**config.mk**
```make
export PLATFORM = sky130hd
export DESIGN_NAME = sockit_spi_arb
export DESIGN_NICKNAME = d
export VERILOG_FILES = /design/src/rtl/sockit_spi_arb.sv
export SDC_FILE = /design/constraint.sdc
export NUM_CORES = 1
export LEC_CHECK = 0
export ABC_AREA = 1
export CAP_MARGIN = 40
export CORE_ASPECT_RATIO = 2
export CORE_MARGIN = 5
export CORE_UTILIZATION = 27
export CTS_CLUSTER_DIAMETER = 40
export CTS_CLUSTER_SIZE = 10
export DETAILED_ROUTE_END_ITERATION = 10
export HOLD_SLACK_MARGIN = 0.03
export PLACE_DENSITY = 0.79
export REMOVE_ABC_BUFFERS = 1
export SLEW_MARGIN = 10
export SYNTH_ARGS = -nofsm -noshare
export SYNTH_HDL_FRONTEND = slang
export SYNTH_SLANG_ARGS = --single-unit
```
**constraint.sdc**
```tcl
create_clock -name clk -period 1.6 [get_ports clk]
set_input_delay 0.24 -clock clk [delete_from_list [all_inputs] [get_ports clk]]
set_output_delay 0.24 -clock clk [all_outputs]
set_load 0.03 [all_outputs]
```
**src/rtl/sockit_spi_arb.sv**
```systemverilog
// sockit_spi_arb: round-robin arbiter sharing one sockit_spi command stream
// between N requesters. Grant is held for a burst, optionally capped at BURST
// transfers. The data path is a combinational pass-through from the granted
// requester; grant, pointer and counter are registered.
module sockit_spi_arb #(
  parameter int unsigned N     = 2,
  parameter int unsigned DW    = 32,
  parameter int unsigned BURST = 16
) (
  input  logic            clk,
  input  logic            rst,
  input  logic [N-1:0]    req_vld,
  input  logic [N*DW-1:0] req_dat,
  output logic [N-1:0]    req_rdy,
  output logic            out_vld,
  output logic [DW-1:0]   out_dat,
  input  logic            out_rdy,
  output logic [N-1:0]    gnt,
  output logic            busy
);

  localparam int unsigned IW       = (N > 1) ? $clog2(N) : 1;
  localparam int unsigned CW       = (BURST > 0) ? $clog2(BURST + 1) : 1;
  localparam bit          LIMITED  = (BURST != 0);
  localparam logic [CW-1:0] CNT_LAST = CW'((BURST > 0) ? BURST - 1 : 0);
  localparam logic [CW-1:0] CNT_MAX  = '1;

  typedef enum logic {
    IDLE  = 1'b0,
    GRANT = 1'b1
  } state_t;

  state_t        state_q, state_d;
  logic [IW-1:0] g_q, g_d;
  logic [IW-1:0] p_q, p_d;
  logic [CW-1:0] cnt_q, cnt_d;
  logic [N-1:0]  gnt_q, gnt_d;

  logic          sel_vld;
  logic [DW-1:0] sel_dat;
  logic          hi_found;
  logic [IW-1:0] hi_idx;
  logic [IW-1:0] lo_idx;
  logic [IW-1:0] pick;
  logic          xfer;

  // Mux out the valid/data of the currently granted requester.
  always_comb begin
    sel_vld = 1'b0;
    sel_dat = '0;
    for (int i = 0; i < int'(N); i++) begin
      if (g_q == IW'(i)) begin
        sel_vld = req_vld[i];
        sel_dat = req_dat[i*DW +: DW];
      end
    end
  end

  // Round-robin pick: lowest valid index above p wins, else lowest at or below p.
  always_comb begin
    hi_found = 1'b0;
    hi_idx   = '0;
    lo_idx   = '0;
    for (int i = int'(N) - 1; i >= 0; i--) begin
      if (req_vld[i]) begin
        if (IW'(i) > p_q) begin
          hi_found = 1'b1;
          hi_idx   = IW'(i);
        end else begin
          lo_idx   = IW'(i);
        end
      end
    end
    pick = hi_found ? hi_idx : lo_idx;
  end

  // Next-state, counter, pointer and pass-through stream outputs.
  always_comb begin
    state_d = state_q;
    g_d     = g_q;
    p_d     = p_q;
    cnt_d   = cnt_q;
    gnt_d   = gnt_q;
    out_vld = 1'b0;
    out_dat = '0;
    req_rdy = '0;
    xfer    = 1'b0;

    unique case (state_q)
      IDLE: begin
        if (|req_vld) begin
          state_d = GRANT;
          g_d     = pick;
          cnt_d   = '0;
          for (int i = 0; i < int'(N); i++) begin
            gnt_d[i] = (pick == IW'(i));
          end
        end
      end

      GRANT: begin
        out_vld = sel_vld;
        out_dat = sel_dat;
        for (int i = 0; i < int'(N); i++) begin
          req_rdy[i] = (g_q == IW'(i)) && out_rdy;
        end
        xfer = sel_vld && out_rdy;
        if (xfer && (cnt_q != CNT_MAX)) begin
          cnt_d = cnt_q + CW'(1);
        end
        // Release on vld drop or on the last transfer of a capped burst.
        if (!sel_vld || (LIMITED && xfer && (cnt_q == CNT_LAST))) begin
          state_d = IDLE;
          p_d     = g_q;
          cnt_d   = '0;
          gnt_d   = '0;
        end
      end

      default: begin
        state_d = IDLE;
      end
    endcase
  end

  // State registers; pointer resets to N-1 so requester 0 wins first.
  always_ff @(posedge clk or posedge rst) begin
    if (rst) begin
      state_q <= IDLE;
      g_q     <= '0;
      p_q     <= IW'(N - 1);
      cnt_q   <= '0;
      gnt_q   <= '0;
    end else begin
      state_q <= state_d;
      g_q     <= g_d;
      p_q     <= p_d;
      cnt_q   <= cnt_d;
      gnt_q   <= gnt_d;
    end
  end

  assign gnt  = gnt_q;
  assign busy = (state_q == GRANT);

endmodule

```
# Word-level counts from Yosys, hierarchy flattened
# Cells that the tools add are included.
dict set report classes {
  addsub 1
  n_lt_le_gt_ge 2
  n_eq_ne 5
  mux 26
  bitwise_logic 3
  n_reduce_logical 12
}
# operator count
set ops {}
lappend ops {{two-way mux 32 bit} 2}
lappend ops {{two-way mux 1 bit} 15}
lappend ops {{two-way mux 5 bit} 3}
lappend ops {{case mux 5 bit (2 select lines)} 1}
lappend ops {{AND reduction 2 bit} 4}
lappend ops {{two-way mux 2 bit} 3}
lappend ops {{adder 5 x 1 -> 5 bit, second input constant} 1}
lappend ops {{== test 5 x 4 -> 1 bit, second input constant} 1}
lappend ops {{logical AND 1 bit} 5}
lappend ops {{!= test 5 bit, second input constant} 1}
lappend ops {{case mux 2 bit (2 select lines)} 1}
lappend ops {{!= test 3 x 1 -> 1 bit, second input constant} 1}
lappend ops {{NOT 1 bit} 3}
lappend ops {{greater-than comparator 1 bit, first input constant} 2}
lappend ops {{!= test 2 x 1 -> 1 bit, second input constant} 1}
lappend ops {{!= test 2 bit, second input constant} 1}
lappend ops {{case mux 1 bit (2 select lines)} 1}
lappend ops {{OR reduction 2 bit} 1}
lappend ops {{logical NOT 1 bit} 1}
lappend ops {{logical OR 1 bit} 1}
dict set report totals {
  regBits 10
  output_inout_bits 38
  elab_cells 54
}

# Depth between registers and ports, before layout
dict set report logic_depth {
  depth_word 9
  ltp_mapped 9
  ltp_nobuf 9
}

# Worst setup path after synthesis
# OpenSTA, ideal clock, no wires.
dict set report synth_timing {
  kind {reg-to-output}
  from {register state_q, in the netlist busy}
  to {output port req_rdy[0]}
  t_arrival_ns 1.514
  slack_ns -0.154
  path_stages_with_launch 4
  n_path_buf 1
  path_cell_list {dfrtp_1 inv_1 buf_2 nor3_1}
}
dict set report synth_via {
  elab_chain_len 1
}
# item line_no
set synth_rtl {}
lappend synth_rtl {{start, declared} 33} ;# state_t state_q, state_d;
lappend synth_rtl {{start signal, assigned} 135} ;# state_q <= state_d;
lappend synth_rtl {{two-way mux 2 bit} 89} ;# unique case (state_q)
lappend synth_rtl {{end, declared} 14} ;# output logic [N-1:0] req_rdy,
# Every way passes these cells.

# Worst setup path after layout
dict set report layout_timing {
  from {register g_q}
  to {output port out_dat[9]}
}
dict set report layout_via {
  elab_chain_len 2
}
# item line_no
set layout_rtl {}
lappend layout_rtl {{start, declared} 34} ;# logic [IW-1:0] g_q, g_d;
lappend layout_rtl {{start signal, assigned} 136} ;# g_q <= g_d;
lappend layout_rtl {{two-way mux 32 bit} 52} ;# if (g_q == IW'(i)) begin
lappend layout_rtl {{two-way mux 32 bit} 89}
lappend layout_rtl {{end, declared} 16} ;# output logic [DW-1:0] out_dat,
# Every way passes these cells.

==> impl_metrics.tcl <==
set metrics [dict create \
    status "finished, final reports clean" \
    timing.final.crit_period_ns 1.55 \
    switchingPower_mw 2.20 \
    finalSetupViolations 0 \
    fmax_mhz 644 \
    pwr-share-seq_pct 10.3 \
    final_cell_mix "nand2_1, clkdlybuf4s50_1, buf_4, a21oi_1, a21oi_2" \
    n_antenna_cell 0 \
    wl_per_cell_um 14.3 \
    drive_above_1_share_pct 28.1 \
    r2r_cells 9 \
    drcViolationCount 0 \
    maxSlewViolCount 0 \
    clkLatencyLatePin_ns 0.24 \
    worstReg2RegStart "cnt_q[0]$_DFFE_PP0P_" \
    p_comb_share_pct 81.6 \
    grt_setup_unrepaired "yes" \
    cts_tree "yes" \
    postSynthCellCount 180 \
    swShare_pct 54.8 \
    synth.area.top_cells "nand2_1, dfrtp_1, a21oi_1, buf_2, nand3_1" \
    gp_congestion 0.817 \
    ios 107 \
    io_buffer_count 106 \
    skew_ns 0.00363 \
    maxCapViolations 0 \
    cts_max_level 1 \
    critPathKind "register to primary output" \
    avgSynthCellArea_um2 5.96 \
    layout_commonest_cell "nand2_1" \
    fp.dieW_um 54.6 \
    grt_pass1_wl_um 7290 \
    cp_max_fo 14 \
    final_design_area_no_fill_um2 2330 \
    drt_pre_antenna_iters 4 \
    p_leak_nw 1.10 \
    r2r-end "cnt_q[2]$_DFFE_PP0P_" \
    ir_worst_vdd_mv 1.07 \
    grt_pass1_vias 1567 \
    dp_hpwl_um 3760 \
    vias_per_cell 4.58 \
    cts_made_buffers 3 \
    intPower_mw 1.81 \
    postCtsHoldBufs 0 \
    ant_nets 0 \
    cts_sinks 10 \
    p_per_area_nw_per_um2 1720 \
    yosys.area.top_type "nand2_1" \
    fin_nets 365 \
    area_delta_synth_final_pct 117 \
    grt.total_usage_pct 17.8 \
    synth.distinct_cells 21 \
    fin_total_pwr_mw 4.01 \
    clk_pin_slew_ns 0.05 \
    ys_warn_count 0 \
    fin_crit_sh_pct 97.1 \
    r2r_setup_slack_ns 0.13 \
    start_kind "register" \
    worst_pin_slew_ns 0.397 \
    startpoint "g_q$_DFFE_PP0P_" \
    chipHeight_um 99.2 \
    arrival_ns 1.31 \
    hold_class "primary input to asynchronous set/reset pin" \
    drtIter0Drc 50 \
    core_um2 3840 \
    cp-endpoint "out_dat[9]" \
    design.die.area_um2 5410 \
    postRouteWirelength_um 4910 \
    antenna_found_initial 0 \
    initial_core_util_pct 27.9 \
    syn_area_um2 1070 \
    yosys.area.top_type_share_pct 30.1 \
    yosysSeqAreaShare_pct 23.4 \
    pre_cts_slack_ns 0.0312 \
    crit_path_end_kind "primary output" \
    synth_seq_cells 10 \
    fin_ws_ns 0.0462 \
    critPathRequiredTime_ns 1.36 \
    dpl_cell_area_um2 2150 \
    gr-total-overflow 0 \
    p_clk_share_pct 8.1 \
    clk_path_buf_depth 2 \
    maxSlewHeadroom_pct 73.5 \
    hold_viol 0 \
    vias 1572 \
    clock-root-buffer "clkbuf_8" \
    grt_max_degree 29 \
    rows 32 \
    post-route-util_pct 60.6 \
]
==> timing repair <==
item / CTS / global route
setup endpoints to repair: 15 / 41
cloned: 1 / 0
resized for setup: 7 / 22
pin swaps: 0 / 3
setup buffers: 0 / 4
==> cells in the mapped netlist <==
library cell,instances
nand2_1,86
a21oi_1,34
buf_2,10
inv_1,10
dfrtp_1,9
nand3_1,9
ha_1,3
nand2_4,3
nand3_4,2
nor3_1,2
o21ai_1,2
and3_1,1
buf_6,1
clkinv_4,1
dfstp_2,1
nand2_2,1
nor2_1,1
nor2_4,1
o21ai_0,1
xnor2_1,1
xor2_1,1
==> through the flow <==
step / cells / hold WS, ns / setup TNS (ns)
after detailed placement: 334 / 0.471 / 0
after CTS: 339 / 0.292 / 0
after floorplan: 169 / 0.0795 / -11.59
final: 343 / 0.280 / 0
after global routing: 343 / 0.316 / -0.140
after global placement: 334 / 0.464 / 0
==> power by group through the flow <==
stage	Clock (mW)	Sequential, mW	Combinational (mW)
2_1_floorplan	0	0.547	1.58
3_3_place_gp	0	0.399	3.01
3_5_place_dp	0	0.397	3.04
4_1_cts	0.325	0.415	3.10
5_1_grt	0.347	0.424	3.47
6_report	0.324	0.413	3.28
==> final cells by class <==
cell class | count | area (um^2)
clock buffers | 4 | 55.1
well taps | 51 | 63.8
multi-input cells | 148 | 779
flip-flops and latches | 10 | 254
fillers | 367 | 1510
repair inverters | 1 | 8.76
repair buffers | 118 | 1120
inverters | 11 | 46.3
==> cells by family (layout without fill, tap and decap cells) <==
family                     after synthesis  after routing  share of synthesized area, %
AOI/OAI and AO/OA                       37             37                          17.2
xor gates and xnor gates                 2              2                          1.63
adders and majority gates                3              3                          3.50
buffers and inverters                   22            134                          10.0
DFF                                     10             10                          23.4
and+or+nand+nor                        106            106                          44.2
==> how the worst min path moves through the flow <==
| stage | slack (ns) | cells past startpoint | startpoint | end |
|---|---|---|---|---|
| 5_1_grt | 0.32 | 2 | rst | gnt[1]$_DFFE_PP0P_ |
| 4_1_cts | 0.29 | 2 | rst | gnt[1]$_DFFE_PP0P_ |
| 3_3_place_gp | 0.46 | 2 | gnt[1]$_DFFE_PP0P_ | gnt[1]$_DFFE_PP0P_ |
| 6_report | 0.28 | 2 | rst | gnt[1]$_DFFE_PP0P_ |
| 2_1_floorplan | 0.08 | 1 | rst | busy$_DFF_PP0_ |
| 3_5_place_dp | 0.47 | 2 | gnt[1]$_DFFE_PP0P_ | gnt[1]$_DFFE_PP0P_ |
==> per-layer routing <==
metal	track usage, %	routed length, um	up-vias
met1	17.3	1660	712
li1	-	-	800
met4	5.37	86	0
met5	0	0	-
met3	1.95	257	9
met2	35.4	2910	51
==> flip-flops by register name, indices dropped and copies added, names as in the netlist <==
name	cells
cnt_q	5
g_q	1
busy	1
gnt	2
p_q	1
==> worst max-delay path, stage by stage (launching register included) <==
cell and delay (ns):
dfrtp_2 0.47, buf_6 0.19, nand2_1 0.08, a21oi_2 0.19
buf_12 0.14
(Power assumes the default switching activity.)
